File: config.mk
export PLATFORM = sky130hd
export DESIGN_NAME = spi_slave_core
export DESIGN_NICKNAME = d
export VERILOG_FILES = /design/src/rtl/spi_pkg.sv /design/src/rtl/spi_sync.sv /design/src/rtl/spi_slave_core.sv
export SDC_FILE = /design/constraint.sdc
export NUM_CORES = 1
export LEC_CHECK = 0
export ABC_AREA = 1
export CORE_ASPECT_RATIO = 1.1
export CORE_UTILIZATION = 30
export CTS_CLUSTER_SIZE = 16
export DETAILED_ROUTE_END_ITERATION = 10
export DONT_BUFFER_PORTS = 1
export GPL_TIMING_DRIVEN = 0
export PLACE_DENSITY = 0.55
export SYNTH_ARGS = -nofsm -noshare
export SYNTH_HDL_FRONTEND = slang
export SYNTH_SLANG_ARGS = --single-unit
export TNS_END_PERCENT = 30
File: constraint.sdc
create_clock -name clk -period 2.8 [get_ports clk]
set_input_delay 0.84 -clock clk [delete_from_list [all_inputs] [get_ports clk]]
set_output_delay 0.84 -clock clk [all_outputs]
set_load 0.005 [all_outputs]
File: src/rtl/spi_pkg.sv
// rtl/spi_pkg.sv - shared types and constants for the SPI slave core
package spi_pkg;

  typedef enum logic {
    ST_IDLE   = 1'b0,
    ST_ACTIVE = 1'b1
  } spi_state_t;

  // {CPOL, CPHA}
  localparam logic [1:0] MODE0 = 2'b00;
  localparam logic [1:0] MODE1 = 2'b01;
  localparam logic [1:0] MODE2 = 2'b10;
  localparam logic [1:0] MODE3 = 2'b11;

  function automatic bit width_ok(input int w);
    return (w >= 2) && (w <= 32);
  endfunction

endpackage

File: src/rtl/spi_sync.sv
// rtl/spi_sync.sv - N-stage synchroniser with configurable reset value
module spi_sync #(
  parameter int STAGES  = 2,
  parameter bit RST_VAL = 1'b0
) (
  input  logic clk,
  input  logic resetn,
  input  logic d,
  output logic q
);

  logic [STAGES-1:0] ff;

  always_ff @(posedge clk or negedge resetn) begin
    if (!resetn) ff <= {STAGES{RST_VAL}};
    else         ff <= {ff[STAGES-2:0], d};
  end

  assign q = ff[STAGES-1];

endmodule

File: src/rtl/spi_slave_core.sv
// rtl/spi_slave_core.sv - oversampled SPI slave, all modes, parametrised word width
module spi_slave_core
  import spi_pkg::*;
#(
  parameter int WIDTH       = 8,
  parameter bit CPOL        = 1'b0,
  parameter bit CPHA        = 1'b0,
  parameter int SYNC_STAGES = 2
) (
  input  logic             clk,
  input  logic             resetn,
  input  logic             SPI_CS,
  input  logic             SPI_Clk,
  input  logic             SPI_MOSI,
  output logic             SPI_MISO,
  output logic             Rx_DV,
  output logic [WIDTH-1:0] Rx_Byte,
  input  logic [WIDTH-1:0] Tx_Byte,
  output logic             Tx_Load,
  output logic             Frame_Err,
  output logic             Busy
);

  if (!width_ok(WIDTH)) begin : g_width_check
    $error("spi_slave_core: WIDTH must be in 2..32");
  end

  localparam int CW = $clog2(WIDTH);
  localparam logic [CW-1:0] LAST = CW'(WIDTH - 1);

  logic cs_s, sck_s, mosi_s, cs_d, sck_d;

  spi_sync #(.STAGES(SYNC_STAGES), .RST_VAL(1'b1)) u_sync_cs   (.clk(clk), .resetn(resetn), .d(SPI_CS),   .q(cs_s));
  spi_sync #(.STAGES(SYNC_STAGES), .RST_VAL(CPOL)) u_sync_sck  (.clk(clk), .resetn(resetn), .d(SPI_Clk),  .q(sck_s));
  spi_sync #(.STAGES(SYNC_STAGES), .RST_VAL(1'b0)) u_sync_mosi (.clk(clk), .resetn(resetn), .d(SPI_MOSI), .q(mosi_s));

  spi_state_t       state, state_nxt;
  logic [CW-1:0]    cnt, cnt_nxt;
  logic [WIDTH-1:0] rx_shift, rx_shift_nxt, tx_shift, tx_shift_nxt, rx_byte, rx_byte_nxt;
  logic             rx_dv, rx_dv_nxt, tx_load, tx_load_nxt, frame_err, frame_err_nxt;
  logic             reload, reload_nxt, armed, armed_nxt;
  // prime[k] is set once sync stage k holds a real pin sample rather than its reset value
  logic [SYNC_STAGES-1:0] prime;

  logic lead_edge, trail_edge, sample_edge, shift_edge, cs_fall, cs_rise;

  assign lead_edge   = (sck_s != CPOL) && (sck_d == CPOL);
  assign trail_edge  = (sck_s == CPOL) && (sck_d != CPOL);
  assign sample_edge = CPHA ? trail_edge : lead_edge;
  assign shift_edge  = CPHA ? lead_edge  : trail_edge;
  assign cs_fall     = cs_d && !cs_s;
  assign cs_rise     = !cs_d && cs_s;

  always_ff @(posedge clk or negedge resetn) begin
    if (!resetn) begin
      cs_d      <= 1'b1;
      sck_d     <= CPOL;
      prime     <= '0;
      state     <= ST_IDLE;
      cnt       <= '0;
      rx_shift  <= '0;
      tx_shift  <= '0;
      rx_byte   <= '0;
      rx_dv     <= 1'b0;
      tx_load   <= 1'b0;
      frame_err <= 1'b0;
      reload    <= 1'b0;
      armed     <= 1'b0;
    end else begin
      cs_d      <= cs_s;
      sck_d     <= sck_s;
      prime     <= {prime[SYNC_STAGES-2:0], 1'b1};
      state     <= state_nxt;
      cnt       <= cnt_nxt;
      rx_shift  <= rx_shift_nxt;
      tx_shift  <= tx_shift_nxt;
      rx_byte   <= rx_byte_nxt;
      rx_dv     <= rx_dv_nxt;
      tx_load   <= tx_load_nxt;
      frame_err <= frame_err_nxt;
      reload    <= reload_nxt;
      armed     <= armed_nxt;
    end
  end

  always_comb begin
    state_nxt     = state;
    cnt_nxt       = cnt;
    rx_shift_nxt  = rx_shift;
    tx_shift_nxt  = tx_shift;
    rx_byte_nxt   = rx_byte;
    rx_dv_nxt     = 1'b0;
    tx_load_nxt   = 1'b0;
    frame_err_nxt = 1'b0;
    reload_nxt    = reload;
    armed_nxt     = armed || (prime[SYNC_STAGES-1] && cs_s);
    case (state)
      ST_IDLE: begin
        if (cs_fall && armed) begin
          state_nxt  = ST_ACTIVE;
          cnt_nxt    = '0;
          reload_nxt = 1'b0;
          if (!CPHA) begin
            tx_shift_nxt = Tx_Byte;
            tx_load_nxt  = 1'b1;
          end
        end
      end
      ST_ACTIVE: begin
        // CS deassertion takes priority over any SCK edge seen in the same cycle
        if (cs_rise) begin
          state_nxt     = ST_IDLE;
          frame_err_nxt = (cnt != '0);
        end else if (sample_edge) begin
          rx_shift_nxt = {rx_shift[WIDTH-2:0], mosi_s};
          if (cnt == LAST) begin
            cnt_nxt     = '0;
            rx_byte_nxt = {rx_shift[WIDTH-2:0], mosi_s};
            rx_dv_nxt   = 1'b1;
            reload_nxt  = 1'b1;
          end else begin
            cnt_nxt = cnt + 1'b1;
          end
        end else if (shift_edge) begin
          if (CPHA ? (cnt == '0) : reload) begin
            tx_shift_nxt = Tx_Byte;
            tx_load_nxt  = 1'b1;
            reload_nxt   = 1'b0;
          end else begin
            tx_shift_nxt = {tx_shift[WIDTH-2:0], 1'b0};
          end
        end
      end
      default: state_nxt = ST_IDLE;
    endcase
  end

  assign SPI_MISO  = tx_shift[WIDTH-1];
  assign Rx_DV     = rx_dv;
  assign Rx_Byte   = rx_byte;
  assign Tx_Load   = tx_load;
  assign Frame_Err = frame_err;
  assign Busy      = (state == ST_ACTIVE);

endmodule

==> summary.md, run 1 <==
| Metric | Value |
|---|---|
| Drt wl/cell | `11.78 um` |
| Mapped Cells | `185` |
| CP required | `1.96 ns` |
| Vias in the first global route | `1170` |
| Post-synthesis mux area share | `0` |
| Drt pass-1 iters | `4` |
| Number of I/O pins | `26` |
| Overflow after GRT | `0` |
| Via count | `1159` |
| Outcome | `finished clean` |
| Post-synthesis xor/xnor area fraction | `0` |
| Post-Syn Area | `1729 sq um` |
| Max-Cap Viols | `0` |
| GPL Wtd Cong | `0.7178` |
| I/O Buffers | `0` |
| Synth Area in Adders | `0.02171` |
| Tightest Hold Check Type | `input port to asynchronous set/reset pin` |
| Mapped Nets | `201` |
| Starting Density | `0.3164` |
| Post-cts repair resize count | `0` |
| TNS Setup | `0 ns` |
| Share of cells above drive strength 1 | `0.1036` |
| Largest family of logic cells by synthesized area | `simple AND/OR/NAND/NOR gates` |
| Kind of critical path | `flop to output pin` |
| Fillers | `598` |
| Crit path DAT | `0.83 ns` |
| Clk root buf | `clkbuf_8` |
| Via density | `4.325` |
| TritonCTS Sinks | `42` |
| Power Dens Cells | `799.5 nW/um^2` |
| Maximum VDD drop | `0.2954 mV` |
| Total Wirelength | `3157 um` |
| Die height | `81.63 um` |
| Minimum clock period | `1.666 ns` |
| # DRC | `0` |
| Clock Path Buffers | `2` |
| Row cnt | `28` |
| Sequential power share | `0.522` |
| Commonest non-fill, non-tap cell in the layout | `nand2_1` |
| Cts bufs inserted | `5` |
| Power share of the clock group | `0.312` |
| Worst-path clk slew | `0.09 ns` |
| Commonest cells after routing, fill and taps aside | `nand2_1 (95), dfrtp_1 (39), nand3_1 (19)` |
| FF+latch count, synth | `42` |
| Register area | `1055 sq um` |
| Switching Fraction | `0.2921` |
| Pins Over Slew Limit | `0` |
| Ys Warns | `0` |
| Lkg Pwr | `1.043 nW` |
| Setup Buffers After CTS | `0` |
| Simple-Gate Fraction of Synth Area | `0.3177` |
| CTS tree | `done` |
| DRT antenna net count | `0` |
| P&R area growth vs syn | `12.01%` |
| Final hold violation count | `0` |
| Clock latency on the worst-skew pair | `0.30 ns` |
| RSZ-0062 raised after global routing | `no` |
| Critical Path End Type | `output pin` |
| Hold-fix buffers at CTS | `0` |
| Gate power share | `0.166` |
| Tcrit/Tclk final | `0.5952` |
| Global-route wire length before repair | `5423 um` |
| DRT iter0 DRCs | `88` |
| Final Skew | `0.007752 ns` |
| Total power | `0.001549 W` |
| Crit start category | `flop` |
| H-tree level count | `2` |
| Post-synthesis sequential area ratio | `0.6100` |
| Nets | `208` |
| Post-DP HPWL | `2106 um` |
| Distinct cells, synth | `19` |
| Int Power | `0.001096 W` |
| Die area | `6072 sq um` |
| Max FO, Critical Path | `6` |
| Core area | `5465 sq um` |
| Syn avg cell area | `9.347 sq um` |
| Sw Pwr | `0.0004523 W` |
| GRT Resource Usage Total | `0.1205` |
| Compound-gate portion of the synthesized area | `0.01158` |
| Die W | `74.39 um` |
| Initial antenna violation count | `0` |
| Pin count of the biggest net entering global routing | `43` |
| Finish-stage setup viols | `0` |
| Area of the multi-input gates | `610.6 sq um` |
| Number of diodes | `0` |
| FMAX | `0.6001 GHz` |
| Reg2Reg Setup Slack | `1.19 ns` |
-- per-stage QoR --
step           setup WS, ns    util  hold slack, ns  std cells  instance area (sq um)
2_1_floorplan         1.421       -          0.3312        185                   1729
5_1_grt               1.045  0.3544          0.2008        268                   1937
4_1_cts               1.105  0.3544          0.2145        268                   1937
3_5_place_dp          1.180  0.3336          0.3347        260                   1823
3_3_place_gp          1.174  0.3336          0.3342        260                   1823
6_report              1.134  0.3544          0.2263        268                   1937
-- power groups by stage --
stage | Sequential, W | Clock, W | Combinational [W]
after global placement | 0.000821 | 0 | 0.000252
after floorplan | 0.000800 | 0 | 0.000217
after global routing | 0.000825 | 0.000527 | 0.000304
after CTS | 0.000812 | 0.000498 | 0.000262
final | 0.000809 | 0.000483 | 0.000257
after detailed placement | 0.000821 | 0 | 0.000264
-- sequential cells by signal (all words and copies together), names as in the netlist, 2 cells and up --
| register | cells |
|---|---|
| cnt | 3 |
| u_sync_mosi.ff | 2 |
| Rx_Byte | 8 |
| u_sync_sck.ff | 2 |
| prime | 2 |
| tx_shift | 8 |
| rx_shift | 7 |
| u_sync_cs.ff | 2 |
-- worst paths after layout --
kind / from / end / cells after the start
max: Busy / Busy / 0
min: resetn / tx_shift[6] / 0
max reg2reg: cnt[0] / Rx_Byte[0] / 7
min reg2reg: prime[0] / prime[1] / 0
max in group asynchronous: resetn / u_sync_cs.ff[1] / 0
min in group clk: prime[0] / prime[1] / 0
-- layout make-up --
cell class / instances / area share
Sequential cell: 42 / 0.5446
Multi-Input combinational cell: 130 / 0.3152
Tap cell: 75 / 0.04845
Clock buffer: 5 / 0.03553
Clock inverter: 3 / 0.02326
Inverter: 11 / 0.02132
Buffer: 2 / 0.01163
-- logic make-up after synthesis --
group           Yosys count
compound gates            3
flops                    42
buf+inv                  13
simple gates            123
fa+ha+maj                 3
other cells               1
-- synthesized netlist by cell type --
master,number,area [sq um]
inv_1,10,37.54
nor2_1,1,3.750
dfstp_2,3,78.83
nor3_1,1,5.000
nand3b_1,1,7.510
nor2_8,2,40.04
nand3_1,19,95.09
buf_6,2,22.52
conb_1,1,3.750
o21ai_0,1,5.000
nor3b_2,1,12.51
ha_1,3,37.54
nand2_2,1,6.260
nand2_4,2,22.52
dfrtp_1,39,975.9
a21o_1,1,7.510
a211oi_1,1,7.510
inv_2,1,3.750
nand2_1,95,356.6
-- layer usage --
metal	up-vias	routed length [um]	global-route usage
met5	-	0	0
met4	0	48	0.04528
met3	6	201	0.04908
met2	25	1447	0.1892
met1	541	1459	0.1479
li1	587	-	-
(Power assumes the default switching activity.)
==> inputs of run 2 (changes only) <==
==> constraint.sdc (replaced) <==
create_clock -name clk -period 1.6 [get_ports clk]
set_input_delay 0.48 -clock clk [delete_from_list [all_inputs] [get_ports clk]]
set_output_delay 0.48 -clock clk [all_outputs]
set_load 0.005 [all_outputs]
==> run 2 against run 1 <==
Against the previous run:
- worst setup slack got worse by 0.98 ns
- worst hold slack got worse by 0.22 ns
- via count rose by 0.43%
- clock skew rose by 0.00080 ns
- register-to-register slack got worse by 1.0 ns
- count of clock-buffer cells in the layout did not move
- core utilization rose by 0.73 points
- routed wire length rose by 4.2%
==> summary.md, run 2 (synthesis results as in run 1) <==
| Metric | Value |
|---|---|
| Outcome | `finished clean` |
| Crit start category | `flop` |
| Pin count of the biggest net entering global routing | `40` |
| DRT iter0 DRCs | `85` |
| Commonest non-fill, non-tap cell in the layout | `nand2_1` |
| Clk root buf | `clkbuf_8` |
| P&R area growth vs syn | `14.33%` |
| CTS tree | `done` |
| Critical Path End Type | `flop` |
| Final Skew | `0.008552 ns` |
| Maximum VDD drop | `0.5185 mV` |
| Max-Cap Viols | `0` |
| Nets | `211` |
| Cts bufs inserted | `5` |
| Final Non-Filler Cells | `271` |
| Row cnt | `28` |
| TritonCTS Sinks | `42` |
| Kind of critical path | `flop to flop` |
| Starting Density | `0.3164` |
| Drt wl/cell | `12.14 um` |
| Tightest Hold Check Type | `input port to asynchronous set/reset pin` |
| Die height | `81.63 um` |
| Power Dens Cells | `1385 nW/um^2` |
| Vias in the first global route | `1175` |
| Die W | `74.39 um` |
| Worst-path clk slew | `0.09 ns` |
| Total power | `0.002737 W` |
| Via density | `4.295` |
| Placed Cells | `260` |
| Initial antenna violation count | `0` |
| Tcrit/Tclk final | `0.9035` |
| # DRC | `0` |
| Minimum clock period | `1.446 ns` |
| Max FO, Critical Path | `6` |
| Number of diodes | `0` |
| DRT antenna net count | `0` |
| Lkg Pwr | `1.064 nW` |
| Die area | `6072 sq um` |
| Finish-stage setup viols | `0` |
| Post-DP HPWL | `2106 um` |
| Overflow after GRT | `0` |
| RSZ-0062 raised after global routing | `no` |
| Global-route wire length before repair | `5561 um` |
| Total Wirelength | `3289 um` |
| GRT Resource Usage Total | `0.1247` |
| GPL Wtd Cong | `0.7178` |
| CP required | `1.79 ns` |
| Clock Path Buffers | `2` |
| Via count | `1164` |
| Final hold violation count | `0` |
| Clock latency on the worst-skew pair | `0.30 ns` |
| I/O Buffers | `0` |
| Share of cells above drive strength 1 | `0.1224` |
| H-tree level count | `2` |
| Core area | `5465 sq um` |
| Crit path DAT | `1.64 ns` |
| Number of I/O pins | `26` |
| Commonest cells after routing, fill and taps aside | `nand2_1 (95), dfrtp_1 (39), nand3_1 (18)` |
| Pins Over Slew Limit | `0` |
| Drt pass-1 iters | `4` |
| FMAX | `0.6918 GHz` |
[run 2: final cells by class]
type	count	area (sq um)
Buffer	2	22.52
Clock buffer	5	68.82
Clock inverter	3	45.04
Fill cell	597	3488
Inverter	11	41.29
Multi-Input combinational cell	130	615.6
Sequential cell	42	1055
Tap cell	75	93.84
Timing Repair Buffer	3	35.03
[run 2: worst paths after layout]
check | from | endpoint | slack, ns | cells after the start
min | resetn | tx_shift[5] | 0.009 | 1
min in group clk | SPI_CS | u_sync_cs.ff[0] | 0.18 | 0
max | cnt[0] | Rx_Byte[1] | 0.15 | 7
min reg2reg | prime[0] | prime[1] | 0.35 | 0
max in group asynchronous | resetn | armed | 1.39 | 1
max reg2reg | cnt[0] | Rx_Byte[1] | 0.15 | 7
[run 2: metal layers]
metal	vias up	track usage	routed length (um)
met4	0	0.04528	48
met2	23	0.2000	1530
met5	-	0	0
li1	592	-	-
met3	6	0.05153	219
met1	543	0.1495	1489
[run 2: critical path, cell delays in order (launching register included)]
cell     delay, ns
dfrtp_1       0.42
ha_1          0.22
ha_1          0.23
nand3_2       0.15
nor2_8        0.04
buf_4         0.15
nand2_1       0.06
nand2_1       0.05
[run 2: repair_timing]
action                     in CTS  in global routing
gates resized for setup         1                  0
pin swaps                       0                  1
setup endpoints to repair       8                  8
hold buffers                    1                  0
hold endpoints to repair       39                  0
buffers inserted                0                  2
[run 2: per-stage QoR]
stage	worst slack, ns	area [sq um]	utilization	hold WS [ns]	TNS (ns)
global placement	-0.02560	1823	0.3336	0.1857	-0.1777
finish	0.1544	1977	0.3617	0.009113	0
CTS	0.01970	1962	0.3590	0.01184	0
floorplan	0.2206	1729	-	0.1844	0
global route	0.05336	1977	0.3617	0.0007592	0
detailed placement	-0.01975	1823	0.3336	0.1856	-0.09792
[run 2: power breakdown]
part           total [W]  internal [W]  switching, W
Sequential       0.00142       0.00127      0.000147
Combinational   0.000474      0.000190      0.000284
Clock           0.000846      0.000464      0.000382
Total            0.00274       0.00192      0.000814
